==> config.mk <==
export PLATFORM = sky130hd
export DESIGN_NAME = ascon_perm_engine
export DESIGN_NICKNAME = d
export VERILOG_FILES = /design/src/rtl/ascon_perm_engine.sv
export SDC_FILE = /design/constraint.sdc
export NUM_CORES = 2
export LEC_CHECK = 0
export ABC_CLOCK_PERIOD_IN_PS = 7600
export BUFFER_PORTS_ARGS = -buffer_cell sky130_fd_sc_hd__buf_2
export CAP_MARGIN = 20
export CORE_AREA = 5 5 455 457
export DETAILED_ROUTE_END_ITERATION = 8
export DIE_AREA = 0 0 460 462
export PLACE_DENSITY = 0.65
export SLEW_MARGIN = 5
export SYNTH_ARGS = -nofsm -noshare
export SYNTH_HDL_FRONTEND = slang
export SYNTH_SLANG_ARGS = --single-unit
==> constraint.sdc <==
create_clock -name clock_i -period 7.6 [get_ports clock_i]
set_clock_uncertainty 0.1 [all_clocks]
set_input_delay 0.38 -clock clock_i [delete_from_list [all_inputs] [get_ports clock_i]]
set_output_delay 0.38 -clock clock_i [all_outputs]
set_load 0.01 [all_outputs]
==> src/rtl/ascon_perm_engine.sv <==
// ascon_perm_engine: Ascon p^a/p^b permutation with rate XOR before the first round and key XOR after the last.
// Latency: ceil(R/UNROLL) clocks from the accepted start to done_o and state_o.
// Backpressure: ready_o is low while running; start_i is accepted only when ready_o=1, including the done_o cycle.
// Optional build macro ASCON_PERM_TAG_EN registers the final x3||x4 on tag_o; otherwise tag_o is tied to zero.
module ascon_perm_engine #(
  parameter int UNROLL    = 1,
  parameter int RATE_BITS = 64
) (
  input  logic                 clock_i,
  input  logic                 reset_i,
  input  logic                 start_i,
  input  logic [3:0]           rounds_i,
  input  logic                 load_i,
  input  logic [319:0]         state_i,
  input  logic                 xor_up_en_i,
  input  logic [RATE_BITS-1:0] data_xor_up_i,
  input  logic                 xor_down_en_i,
  input  logic [255:0]         data_xor_down_i,
  output logic                 ready_o,
  output logic                 done_o,
  output logic [319:0]         state_o,
  output logic [RATE_BITS-1:0] cipher_o,
  output logic [3:0]           round_o,
  output logic [127:0]         tag_o
);

  typedef enum logic {IDLE, RUN} fsm_e;

  fsm_e                 fsm_q, fsm_d;
  logic [319:0]         state_q, state_d;
  logic [319:0]         src_q, src_d;
  logic [RATE_BITS-1:0] cipher_q, cipher_d;
  logic [3:0]           cnt_q, cnt_d;
  logic                 first_q, first_d;
  logic                 up_en_q, up_en_d;
  logic                 down_en_q, down_en_d;
  logic [RATE_BITS-1:0] up_dat_q, up_dat_d;
  logic [255:0]         down_dat_q, down_dat_d;
  logic                 done_q, done_d;

  logic [319:0]         src_sel;
  logic [319:0]         dp_acc;
  logic [4:0]           cnt_sum;
  logic                 last_rnd;
  logic [3:0]           cnt_nxt;

  // Rotate a 64-bit lane right by a constant amount.
  function automatic logic [63:0] ror64(input logic [63:0] x, input int unsigned n);
    return (x >> n) | (x << (64 - n));
  endfunction

  // One Ascon round: constant add on x2, bitsliced 5-bit S-box, per-lane linear diffusion.
  function automatic logic [319:0] ascon_round(input logic [319:0] s, input logic [3:0] idx);
    logic [63:0] x0, x1, x2, x3, x4;
    logic [63:0] t0, t1, t2, t3, t4;
    x0 = s[319:256];
    x1 = s[255:192];
    x2 = s[191:128];
    x3 = s[127:64];
    x4 = s[63:0];
    // (15-i) is the bitwise complement of a 4-bit index
    x2 = x2 ^ {56'h0, ~idx, idx};
    x0 = x0 ^ x4;
    x4 = x4 ^ x3;
    x2 = x2 ^ x1;
    t0 = ~x0 & x1;
    t1 = ~x1 & x2;
    t2 = ~x2 & x3;
    t3 = ~x3 & x4;
    t4 = ~x4 & x0;
    x0 = x0 ^ t1;
    x1 = x1 ^ t2;
    x2 = x2 ^ t3;
    x3 = x3 ^ t4;
    x4 = x4 ^ t0;
    x1 = x1 ^ x0;
    x0 = x0 ^ x4;
    x3 = x3 ^ x2;
    x2 = ~x2;
    x0 = x0 ^ ror64(x0, 19) ^ ror64(x0, 28);
    x1 = x1 ^ ror64(x1, 61) ^ ror64(x1, 39);
    x2 = x2 ^ ror64(x2, 1)  ^ ror64(x2, 6);
    x3 = x3 ^ ror64(x3, 10) ^ ror64(x3, 17);
    x4 = x4 ^ ror64(x4, 7)  ^ ror64(x4, 41);
    return {x0, x1, x2, x3, x4};
  endfunction

  // First round index for a run; anything other than 8 or 6 runs the full 12 rounds.
  function automatic logic [3:0] start_cnt(input logic [3:0] r);
    case (r)
      4'd8:    return 4'd4;
      4'd6:    return 4'd6;
      default: return 4'd0;
    endcase
  endfunction

  assign src_sel  = load_i ? state_i : state_q;
  assign cnt_sum  = {1'b0, cnt_q} + 5'(UNROLL);
  assign last_rnd = (cnt_sum >= 5'd12);
  assign cnt_nxt  = last_rnd ? 4'd12 : cnt_sum[3:0];

  // Datapath: rate XOR on the first cycle, up to UNROLL chained rounds (spare stages pass through), key XOR on the last.
  always_comb begin
    dp_acc = first_q ? src_q : state_q;
    if (first_q && up_en_q) begin
      dp_acc[319 -: RATE_BITS] = dp_acc[319 -: RATE_BITS] ^ up_dat_q;
    end
    for (int k = 0; k < UNROLL; k++) begin
      if (({1'b0, cnt_q} + 5'(k)) < 5'd12) begin
        dp_acc = ascon_round(dp_acc, cnt_q + 4'(k));
      end
    end
    if (last_rnd && down_en_q) begin
      dp_acc[255:0] = dp_acc[255:0] ^ down_dat_q;
    end
  end

  // Next-state: IDLE loads or captures operands on start; RUN advances the round counter until 12.
  always_comb begin
    fsm_d      = fsm_q;
    state_d    = state_q;
    src_d      = src_q;
    cipher_d   = cipher_q;
    cnt_d      = cnt_q;
    first_d    = first_q;
    up_en_d    = up_en_q;
    down_en_d  = down_en_q;
    up_dat_d   = up_dat_q;
    down_dat_d = down_dat_q;
    done_d     = 1'b0;
    case (fsm_q)
      IDLE: begin
        if (start_i) begin
          src_d      = src_sel;
          cipher_d   = src_sel[319 -: RATE_BITS] ^ data_xor_up_i;
          cnt_d      = start_cnt(rounds_i);
          first_d    = 1'b1;
          up_en_d    = xor_up_en_i;
          down_en_d  = xor_down_en_i;
          up_dat_d   = data_xor_up_i;
          down_dat_d = data_xor_down_i;
          fsm_d      = RUN;
        end else if (load_i) begin
          state_d = state_i;
        end
      end
      RUN: begin
        state_d = dp_acc;
        first_d = 1'b0;
        cnt_d   = cnt_nxt;
        if (last_rnd) begin
          done_d = 1'b1;
          fsm_d  = IDLE;
        end
      end
      default: fsm_d = IDLE;
    endcase
  end

  // State register with synchronous reset that overrides everything, including a run in progress.
  always_ff @(posedge clock_i) begin
    if (reset_i) begin
      fsm_q      <= IDLE;
      state_q    <= '0;
      src_q      <= '0;
      cipher_q   <= '0;
      cnt_q      <= '0;
      first_q    <= 1'b0;
      up_en_q    <= 1'b0;
      down_en_q  <= 1'b0;
      up_dat_q   <= '0;
      down_dat_q <= '0;
      done_q     <= 1'b0;
    end else begin
      fsm_q      <= fsm_d;
      state_q    <= state_d;
      src_q      <= src_d;
      cipher_q   <= cipher_d;
      cnt_q      <= cnt_d;
      first_q    <= first_d;
      up_en_q    <= up_en_d;
      down_en_q  <= down_en_d;
      up_dat_q   <= up_dat_d;
      down_dat_q <= down_dat_d;
      done_q     <= done_d;
    end
  end

`ifdef ASCON_PERM_TAG_EN
  logic [127:0] tag_q;

  // Tag capture: x3||x4 of the final state, after the key XOR.
  always_ff @(posedge clock_i) begin
    if (reset_i) begin
      tag_q <= '0;
    end else if (fsm_q == RUN && last_rnd) begin
      tag_q <= dp_acc[127:0];
    end
  end

  assign tag_o = tag_q;
`else
  assign tag_o = 128'h0;
`endif

  assign ready_o  = (fsm_q == IDLE);
  assign done_o   = done_q;
  assign state_o  = state_q;
  assign cipher_o = cipher_q;
  assign round_o  = (fsm_q == RUN) ? cnt_q : 4'd0;

endmodule

==> results.md <==
* Status: finished clean
* Max FO, Critical Path at 25
* Dominant cells by area after synthesis: dfxtp_1, xnor2_1, nand2_1, mux2i_1, a21oi_1
* Final wirelength at 483,000 um
* Fin Setup TNS at 0 ns
* Routed length per instance at 36.6 um
* Max-slew violation count at 0
* Warnings, synthesis at 0
* Ys flop type: dfxtp_1
* DRC violations left at 0
* FMAX at 193 MHz
* Combinational Power Share at 69.7%
* EDFF count, synth at 0
* Fill count at 19,766
* Power per Cell Area at 523 nW/um2
* Initial antenna violation count at 68
* Multi-input gate area at 49,200 um2
* Clock share of power at 14.6%
* DR iter-0 viols at 11,901
* Vias in the first global route at 71,118
* Post-synth top cells: nand2_1, dfxtp_1, xnor2_1
* Height of the die at 462 um
* Crit path time final at 5.19 ns
* FF+latch count, synth at 1,033
* HPWL Detailed at 377,000 um
* Min-Delay Path Class: input port to flip-flop
* CTS tree: built
* Clock latency on the worst-skew pair at 0.87 ns
* Htree depth at 4
* Fin util at 45.7%
* Switching Power at 25.3 mW
* Remaining Overflow, GRT at 0
* Count leader, synth: nand2_1
* Period utilization at 68.4%
* First-pass GRT wire length at 631,000 um
* Sink Count at 1,033
* I/O Buffers at 1,039
* Top-area cell type share of the netlist area at 28.3%
* Clock root cell: clkbuf_16
* Startpoint Class: flip-flop
* Internal Power at 23.2 mW
* Synth cell types at 86
* Seq/Total Area, Yosys at 28.3%
* Clock buffer depth at 3
* I/O pin count at 1,168
* Die width at 460 um
* WP data arrival at 5.78 ns
* Leak at 38.2 nW
* TritonRoute pass-1 iters at 6
* Unrepaired setup endpoints after global routing: no
* Remaining antenna violation count at 0
* FF/Latch Area at 20,700 um2
* Fin Hold WS at 0.0569 ns
* Max Cap Viol at 0
* Req. time, crit path at 8.18 ns
* Vias at 78,563
* Peak VDD IR at 0.303 mV
* Resize count post-CTS at 0
* Post-layout net count at 11,150
* Syn avg cell area at 8.25 um2
* Share of cells above drive strength 1 at 19.0%
* Final setup vio count at 0
* Cell taking the most area after synthesis: dfxtp_1
* Endpoint class of the critical path: flip-flop
* Initial Util at 35.9%
* Synth-to-Final Area Change at 27.2%
* Async set or reset register ratio after synthesis at 0%
* Overall die area at 213,000 um2
* GPL Wtd Cong at 1.09
* Sequential Power Share at 15.7%
* Pin count of the biggest net entering global routing at 182
* CP Class: flip-flop to flip-flop
* All-Layer GR Usage at 43.2%
* Clock Pin Slew Worst Setup and Hold Paths at 0.06 ns
* Hold Fails Final Rpt at 0
* Core area at 203,000 um2
* Post-Synthesis Cell Area at 73,000 um2
* Mapped Cells at 8,853
* Max-slew headroom at 11.2%
* CTS buffer count at 135
* Row count at 166
* Net Sw Frac at 52.1%
* Worst-Margin Slew at 1.33 ns
* Routed vias/inst at 5.95
## registers in the layout (all words and copies together), names as in the netlist
name / cells
src_q: 320
up_dat_q: 64
down_en_q: 1
down_dat_q: 256
first_q: 1
done_o: 1
state_o: 320
cnt_q: 4
up_en_q: 1
cipher_o: 64
fsm_q: 1
## cells in the final DEF, fill, tap and decap left out, types with 128 or more instances in the layout
cell           count
a211oi_1         414
a21oi_1          786
buf_2           1038
buf_4            258
clkbuf_16        135
conb_1           128
dfxtp_1         1030
dlygate4sd3_1    647
ha_1             130
inv_1            145
mux2i_1          500
nand2_1         1731
nor2_1           536
o21ai_0          147
o22ai_1          163
xnor2_1          960
xnor3_1          130
xor2_1           290
## cell type report
| class | instances | share of cell area, % |
|---|---|---|
| Sequential cell | 1033 | 22.3 |
| Timing Repair Buffer | 1974 | 15.3 |
| Inverter | 165 | 0.672 |
| Clock buffer | 190 | 4.12 |
| Antenna cell | 34 | 0.0916 |
| Clock inverter | 56 | 1.02 |
| Tap cell | 2688 | 3.62 |
| Multi-Input combinational cell | 7061 | 52.9 |
## stage by stage
stage / instance area (um2) / total power, mW / setup slack, ns / instances
6_report: 92900 / 48.6 / 2.41 / 13201
5_1_grt: 92900 / 48.9 / 2.37 / 13185
4_1_cts: 92800 / 47.3 / 2.46 / 13161
3_5_place_dp: 81500 / 39.7 / 2.46 / 12268
3_3_place_gp: 81400 / 39.7 / 2.02 / 12257
2_1_floorplan: 73500 / 25.2 / 3.78 / 8980
## final timing paths
path | endpoint | from | slack [ns] | cells past startpoint
setup / recovery | state_o[83] | first_q | 2.41 | 10
hold / removal | src_q[307] | state_i[307] | 0.06 | 3
setup reg to reg | state_o[83] | first_q | 2.41 | 10
hold reg to reg | cipher_o[10] | cipher_o[10] | 0.35 | 2
## cell families (layout without fill, tap and decap cells)
group / count (synthesis) / count (layout) / share of synthesized area, %
multiplexers: 632 / 632 / 9.53
adder cells (fa/ha/maj): 140 / 140 / 2.37
other: 1 / 162 / 0.00514
AO/OA/AOI/OAI: 1925 / 1925 / 17.3
XOR/XNOR: 1486 / 1486 / 20.7
AND/OR/NAND/NOR: 2750 / 2750 / 15.8
buffers and inverters: 886 / 2385 / 5.93
flip-flops: 1033 / 1033 / 28.3
## critical path, cell delays in order (launching register included)
cell and delay, ns:
dfxtp_4 0.68, buf_4 0.38, buf_4 0.56, mux2i_1 0.28, inv_1 0.18, ha_1 0.26, xnor2_1 0.94, xnor2_1 0.61
xnor2_1 0.61, xnor2_1 0.24, o22ai_1 0.11
## what timing repair did
action | CTS | global route
hold buffers | 647 | 0
setup buffers | 0 | 0
hold endpoints to repair | 938 | 0
## power groups by stage
stage	combinational, mW	sequential (mW)	clock, mW
floorplan	18.0	7.16	0
global placement	32.1	7.61	0
detailed placement	32.1	7.62	0
CTS	32.6	7.51	7.14
global route	33.9	7.60	7.33
finish	33.9	7.61	7.09
## per-layer routing
metal / vias up / GRT usage, % / wire length, um
met5: - / 0 / 173
met4: 28 / 29.4 / 40600
met3: 1116 / 12.5 / 59100
met2: 5739 / 58.1 / 184000
met1: 38393 / 59.1 / 199000
li1: 33287 / - / -
(Power assumes the default switching activity.)
